File: src/rtl/prf_wb_arbiter.sv
// Purpose : shares two PRF write ports among six FU completion requesters, round-robin.
// Latency : grant is combinational; the granted results drive the write ports one cycle later.
// Backpres: wb_stall or reset suppresses every grant. Ungranted requesters hold their request.
//
// Ports
//   clock, reset        posedge clock; synchronous active-high reset
//   req_valid[r]        requester r (sim0, sim1, mul0, mul1, mem0, mem1) has a result
//   req_idx / req_value requester r fields at [IDX_W*r +: IDX_W] / [DATA_W*r +: DATA_W]
//   wb_stall            blocks all grants this cycle
//   grant[r]            combinational accept; valid & grant at posedge = transfer
//   wr_*0 / wr_*1       registered PRF write ports (port 0 = first winner)
//   idx_err             sticky flag for a granted out-of-range index
//   busy_cycles         saturating count of congested or stalled-with-work cycles
module prf_wb_arbiter #(
  parameter int NUM_REQ   = 6,
  parameter int IDX_W     = 7,
  parameter int DATA_W    = 64,
  parameter int NUM_PREGS = 96
) (
  input  logic                      clock,
  input  logic                      reset,
  input  logic [NUM_REQ-1:0]        req_valid,
  input  logic [NUM_REQ*IDX_W-1:0]  req_idx,
  input  logic [NUM_REQ*DATA_W-1:0] req_value,
  input  logic                      wb_stall,
  output logic [NUM_REQ-1:0]        grant,
  output logic                      wr_enable0,
  output logic [IDX_W-1:0]          wr_idx0,
  output logic [DATA_W-1:0]         wr_value0,
  output logic                      wr_enable1,
  output logic [IDX_W-1:0]          wr_idx1,
  output logic [DATA_W-1:0]         wr_value1,
  output logic                      idx_err,
  output logic [15:0]               busy_cycles
);

  // Pointer logic is sized for six requesters (values 0..5 fit in 3 bits).
  localparam int PTR_W = 3;

  typedef logic [PTR_W-1:0] ptr_t;

  typedef struct packed {
    logic [IDX_W-1:0]  idx;
    logic [DATA_W-1:0] value;
  } wb_req_t;

  localparam logic [PTR_W:0] NUM_REQ_W  = (PTR_W+1)'(NUM_REQ);
  localparam logic [IDX_W:0] PREG_LIMIT = (IDX_W+1)'(NUM_PREGS);

  // Modular add for operands already in 0..NUM_REQ-1; one conditional
  // subtract is enough because the sum never reaches 2*NUM_REQ.
  function automatic ptr_t ptr_add(input ptr_t base, input ptr_t off);
    logic [PTR_W:0] sum;
    sum = {1'b0, base} + {1'b0, off};
    if (sum >= NUM_REQ_W) begin
      sum = sum - NUM_REQ_W;
    end
    return sum[PTR_W-1:0];
  endfunction

  ptr_t           rr_ptr;
  ptr_t           cand;
  ptr_t           a_sel;
  ptr_t           b_sel;
  ptr_t           last_sel;
  logic           a_found;
  logic           b_found;
  wb_req_t        a_req;
  wb_req_t        b_req;
  logic           a_legal;
  logic           b_legal;
  logic [PTR_W:0] valid_cnt;
  logic           busy_hit;

  // Scan requesters starting at rr_ptr; the first two valid ones win.
  // Reset is folded in here so nothing can be consumed during reset.
  always_comb begin
    a_found = 1'b0;
    b_found = 1'b0;
    a_sel   = '0;
    b_sel   = '0;
    cand    = '0;
    if (!reset && !wb_stall) begin
      for (int k = 0; k < NUM_REQ; k++) begin
        cand = ptr_add(rr_ptr, ptr_t'(k));
        if (req_valid[cand]) begin
          if (!a_found) begin
            a_found = 1'b1;
            a_sel   = cand;
          end else if (!b_found) begin
            b_found = 1'b1;
            b_sel   = cand;
          end
        end
      end
    end
  end

  always_comb begin
    grant = '0;
    if (a_found) begin
      grant[a_sel] = 1'b1;
    end
    if (b_found) begin
      grant[b_sel] = 1'b1;
    end
  end

  // Winner payload selection.
  always_comb begin
    a_req.idx   = req_idx[int'(a_sel)*IDX_W +: IDX_W];
    a_req.value = req_value[int'(a_sel)*DATA_W +: DATA_W];
    b_req.idx   = req_idx[int'(b_sel)*IDX_W +: IDX_W];
    b_req.value = req_value[int'(b_sel)*DATA_W +: DATA_W];
  end

  assign a_legal  = ({1'b0, a_req.idx} < PREG_LIMIT);
  assign b_legal  = ({1'b0, b_req.idx} < PREG_LIMIT);
  assign last_sel = b_found ? b_sel : a_sel;

  // Congestion: more requests than write ports, or work blocked by stall.
  always_comb begin
    valid_cnt = '0;
    for (int r = 0; r < NUM_REQ; r++) begin
      valid_cnt = valid_cnt + {{PTR_W{1'b0}}, req_valid[r]};
    end
    busy_hit = (valid_cnt > 4'd2) || (wb_stall && (|req_valid));
  end

  // Round-robin pointer: resume just after the last requester served.
  always_ff @(posedge clock) begin
    if (reset) begin
      rr_ptr <= '0;
    end else if (a_found) begin
      rr_ptr <= ptr_add(last_sel, ptr_t'(1));
    end
  end

  // Write port 0. Index/value hold when nothing is granted; an illegal
  // index is consumed but never enabled.
  always_ff @(posedge clock) begin
    if (reset) begin
      wr_enable0 <= 1'b0;
      wr_idx0    <= '0;
      wr_value0  <= '0;
    end else begin
      wr_enable0 <= a_found && a_legal;
      if (a_found) begin
        wr_idx0   <= a_req.idx;
        wr_value0 <= a_req.value;
      end
    end
  end

  // Write port 1. Equal indices on both ports are written as-is; the PRF
  // applies port 1 after port 0.
  always_ff @(posedge clock) begin
    if (reset) begin
      wr_enable1 <= 1'b0;
      wr_idx1    <= '0;
      wr_value1  <= '0;
    end else begin
      wr_enable1 <= b_found && b_legal;
      if (b_found) begin
        wr_idx1   <= b_req.idx;
        wr_value1 <= b_req.value;
      end
    end
  end

  always_ff @(posedge clock) begin
    if (reset) begin
      idx_err <= 1'b0;
    end else if ((a_found && !a_legal) || (b_found && !b_legal)) begin
      idx_err <= 1'b1;
    end
  end

  always_ff @(posedge clock) begin
    if (reset) begin
      busy_cycles <= '0;
    end else if (busy_hit && (busy_cycles != 16'hFFFF)) begin
      busy_cycles <= busy_cycles + 16'd1;
    end
  end

endmodule

File: config.mk
export PLATFORM = sky130hd
export DESIGN_NAME = prf_wb_arbiter
export DESIGN_NICKNAME = d
export VERILOG_FILES = /design/src/rtl/prf_wb_arbiter.sv
export SDC_FILE = /design/constraint.sdc
export NUM_CORES = 1
export LEC_CHECK = 0
export ABC_AREA = 1
export BUFFER_PORTS_ARGS = -buffer_cell sky130_fd_sc_hd__buf_2
export CORE_AREA = 8 8 225 227
export DETAILED_ROUTE_END_ITERATION = 6
export DIE_AREA = 0 0 233 235
export SYNTH_ARGS = -nofsm -noshare
export SYNTH_HDL_FRONTEND = slang
export SYNTH_SLANG_ARGS = --single-unit
File: constraint.sdc
create_clock -name clock -period 7 [get_ports clock]
set_clock_uncertainty 0.2 [all_clocks]
set_input_delay 0.7 -clock clock [delete_from_list [all_inputs] [get_ports clock]]
set_output_delay 0.7 -clock clock [all_outputs]
set_load 0.02 [all_outputs]
---- After elaboration in Yosys (flattened, before gate mapping) ----
Cells that the tools add are included.
cells by class
  reductions and logical operators ........ 16
  multipliers ............................. 2
  multiplexer cells ....................... 90
  order comparisons ....................... 20
  shift operators ......................... 4
  add/sub/neg operators ................... 19
  bitwise operators ....................... 1
  equality and inequality tests ........... 1
operator list
  operator                 number
  $shiftx A384 B10 Y64     2
  $mux W3                  44
  $shiftx A42 B7 Y7        2
  $mux W1                  36
  $lt A3 B4 Y1 const B     8
  $ge A4 B3 Y1 const B     6
  $sub A3 B3 Y3 const B    7
  $bmux W1 S3              6
  $add A16 B1 Y16 const B  1
  $ne A16 B16 Y1 const B   1
  $lt A7 B7 Y1 const B     2
  $mul A3 B3 Y6 const B    2
  $mux W6                  2
  $logic_and A1 B1 Y1      9
  $add A3 B1 Y4 const B    2
  $add A3 B2 Y4 const B    2
  $add A3 B3 Y4 const B    2
  $add A4 B1 Y4            2
  $demux W1 S3             2
  $ge A3 B1 Y1 const B     2
  $or A6 B6 Y6             1
  $reduce_or A6 Y1         1
  $add A3 B1 Y4            1
  $gt A4 B2 Y1 const B     1
  other kinds (5)          9
storage, ports and cells
  logic and storage cells ................. 162
  bits of input ports ..................... 435
  register bits after elaboration ......... 164
  output and inout port bits .............. 167

---- Logic depth before layout (Yosys ltp) ----
  depth in word-level cells ............... 29
  mapped depth ............................ 30
  gate-level depth less buffers ........... 28

---- Worst setup path after synthesis ----
No wires, ideal clock.
  path type ............................... register -> output
  from .................................... register rr_ptr[0]
  to ...................................... output grant[1]
  path slack .............................. 2644 ps
  required time ........................... 6100 ps
  path buffers ............................ 4
  cell stages (with the launch flop) ...... 26
  data arrival time ....................... 3456 ps
  cell sequence ........................... dfxtp_1 buf_4 inv_1 ha_1 inv_1 nand3_1 nand2_1 nand2_1 o21ai_2 nand3_2 nand2_2 buf_6 nand2_4 nand2_4 inv_2 nor2_4 nand2_1 o21ai_1 nand2_1 nor2_2 nor2_4 nor2_8 inv_2 buf_6 buf_6 o21ai_0
on the way
  longest elaborated chain between the ends .. 29
  elaborated cells between the ends (all ways) .. 111
  those cells by class .................... add/sub: 11; order compare: 10; mux: 87; bitwise: 1; reduce/logical: 2
RTL lines
  element                                                                 line  text
  from (decl)                                                             61    ptr_t rr_ptr;
  from (signal assigned)                                                  135   rr_ptr <= ptr_add(last_sel, ptr_t'(1));
  parallel branches: the longest is 28 deep, another holds $add A3 B1 Y4  --
  $mux W6 *                                                               104   if (b_found) begin
  to (decl)                                                               26    output logic [NUM_REQ-1:0] grant,
Mark *: on every way between the ends. The select of a mux whose other input is x is not followed.

---- Final worst setup path ----
  from .................................... register rr_ptr[0]
  to ...................................... output grant[3]
Same word-level chain as after synthesis.

==> impl_metrics.csv <==
group,metric,value,unit
placement,dpl-instance-area,0.0169,mm^2
min_path,worstHoldPathType,"reg -> reg",
logic_synthesis,synth.most_common_cell,"inv_1",
sta,period_minus_slack,5860,ps
sta,worst_pin_slew,1130,ps
floorplanning,start_util,28.9,%
logic_synthesis,synth_edf_count,0,
clock_tree,post_cts_buffers,0,
finish,fin_area,0.0175,mm^2
logic_synthesis,syn_area_per_cell,6.21,um^2
placement,portBuffers,601,
critical_path,end_kind,"primary output",
finish,fin_nets,3120,
sta,rsz0062_at_grt,"no",
clock_tree,clockRootBuffer,"clkbuf_16",
logic_synthesis,ys_warn_count,0,
clock_tree,path_clk_slew,70,ps
finish,final_util,37.2,%
critical_path,critPathKind,"reg -> out",
global_routing,first_global_vias,18100,
logic_synthesis,synth_top_cell_by_area,"dfxtp_1",
floorplanning,row_count,80,
critical_path,crit_required,6100,ps
critical_path,arrival,4960,ps
finish,area_growth,28.8,%
clock_tree,cts_tree,"built",
clock_tree,h-tree-depth,4,
logic_synthesis,async_reset_ff_share,0,%
route,dr.pass1.iters,5,
logic_synthesis,yosysUniqueCellTypes,45,
sta,timing.hold.ws,295,ps
critical_path,cp-start-kind,"flop",
placement,pre_cts_slack,1780,ps
floorplanning,core-area,0.0471,mm^2
sta,setup_viol,0,
global_routing,grt_max_degree,97,
floorplanning,fp.dieH,235,um
route,vias,18700,
clock_tree,cts_resized,0,
pwr,leakagePower,9.23,nW
clock_tree,clkSinkCount,164,
critical_path,critPathMaxFanout,59,
flow_run,max-cap-violations,0,
logic_synthesis,synth_top_flop_cell,"dfxtp_1",
route,drt-initial-drc-count,1854,
sta,fin_ws,1140,ps
global_routing,grt.overflow.total,0,
clock_tree,max-clock-path-buffers,2,
route,ant_nets,0,
sta,timing.max_slew.rel_slack,24.4,%
sta,fmax,0.171,GHz
logic_synthesis,synth.net_count,2645,
pwr,power_density,594,mW/mm^2
placement,dp_hpwl,55.5,mm
pwr,max-vdd-ir-drop,456,uV
logic_synthesis,synth_top_cells_by_area,"dfxtp_1 24%, a21oi_1 12%, o221ai_1 11%",
logic_synthesis,synthCells,2191,
floorplanning,die-area,0.0548,mm^2
global_routing,grt_pass1_wl,114,mm
floorplanning,die_x,233,um
logic_synthesis,synthTopCellsByCount,"375 x inv_1, 353 x nand2_1, 327 x a21oi_1",
sta,final-hold-violation-count,0,
sta,slew_violations,0,
route,routed_wl,77.5,mm
placement,gp_congestion,0.959,
sta,period_share,83.7,%
placement,dp_cells,3262,
logic_synthesis,synth_top_area_share,24.1,%
logic_synthesis,synth-seq-cells,164,
route,avgViaCountPerCell,5.65,
sta,tns,0,ps
clock_tree,clock_latency,490,ps
route,avgRoutedWirePerCell,23.5,um
global_routing,antenna_found_initial,12,
finish,drive_above_1_share,27.7,%
floorplanning,ios,602,
pwr,power.total,10.4,mW
status,status,"completed",
clock_tree,cts_hold_buf,0,
route,drc_errors,0,
logic_synthesis,synth-seq-area-share,24.1,%
clock_tree,numCtsBuffers,17,
logic_synthesis,syn_area,0.0136,mm^2
global_routing,gr-usage-all-layers,26.8,%
critical_path,regToRegSetupSlack,1790,ps
finish,finalNonFillerCells,3302,
## kinds of logic (layout without fill, tap and decap cells)
group	after synthesis	count (layout)	synth area share, %
compound gates	928	928	40.9
fa+ha+maj	19	19	1.91
buf+inv	565	1053	16.7
flops	164	164	24.1
other cells	0	8	0
simple gates	515	515	16.3
## worst max-delay path: stages (launching register included)
cell,delay (ps)
dfxtp_1,310
buf_4,270
inv_1,170
ha_1,420
inv_1,170
nand3_1,100
nand2_1,100
nand2_1,70
o21ai_2,80
nand3_2,120
nand2_2,230
nand3_2,120
nand2_1,200
nand2_1,110
inv_1,60
nand2_1,60
nor2_1,160
nand3b_1,240
nand2_4,480
o22ai_1,680
buf_2,280
## worst paths after layout
path,from,to,cells past startpoint
setup / recovery,rr_ptr[0],grant[3],20
hold / removal,wr_idx0[5],wr_idx0[5],2
setup reg to reg,rr_ptr[0],wr_value0[0],22
hold reg to reg,wr_idx0[5],wr_idx0[5],2
## state kept, by name (all words and copies together), names as in the netlist
signal       count
busy_cycles     16
idx_err          1
rr_ptr           3
wr_enable0       1
wr_enable1       1
wr_idx0          7
wr_idx1          7
wr_value0       64
wr_value1       64
## final cells by class
class                           instances  area [um^2]
Antenna cell                            8         20.0
Clock buffer                           20          457
Clock inverter                         12          153
Fill cell                            5157        29600
Inverter                              390         1480
Multi-Input combinational cell       1462         8140
Sequential cell                       164         3280
Tap cell                              615          769
Timing Repair Buffer                  631         3250
## layer usage
layer	track usage [%]	share of wire (%)
met1	32.7	40
met2	44.1	47
met3	6.83	9.2
met4	11.4	3.7
met5	0	0.063
## report_power, final
part / internal, mW / leakage (nW) / switching [mW] / total [mW]
Sequential: 1.27 / 1.36 / 0.221 / 1.49
Clock: 0.579 / 0.300 / 0.471 / 1.05
Combinational: 2.15 / 7.58 / 5.72 / 7.87
Total: 4.00 / 9.23 / 6.41 / 10.4
## cells in the final DEF, fill, tap and decap left out, types with 2 or more instances in the layout
cell | synthesis | routed
o221ai_1 | 176 | 176
nand4_1 | 13 | 13
nor3_1 | 7 | 7
clkinv_2 | 0 | 5
a31oi_1 | 13 | 13
buf_2 | 53 | 601
nor2_1 | 41 | 39
nor2_2 | 7 | 4
fa_1 | 3 | 3
nand3b_1 | 5 | 5
inv_4 | 1 | 4
nor2_4 | 2 | 7
diode_2 | 0 | 8
o22ai_1 | 18 | 18
nand2_4 | 3 | 10
bufinv_16 | 0 | 3
nand3_2 | 3 | 3
o21ai_1 | 42 | 42
a41oi_1 | 19 | 19
clkbuf_16 | 0 | 17
inv_1 | 375 | 373
a21oi_2 | 20 | 20
a21oi_1 | 327 | 327
o21ai_0 | 288 | 288
ha_1 | 16 | 16
o211ai_1 | 15 | 15
nor4_1 | 2 | 2
o21ai_2 | 4 | 4
nand2_1 | 353 | 348
inv_2 | 13 | 11
dfxtp_1 | 164 | 164
nand3_1 | 61 | 61
nand2_2 | 13 | 11
clkinv_4 | 0 | 3
clkbuf_8 | 0 | 2
buf_4 | 9 | 29
(Power assumes the default switching activity.)
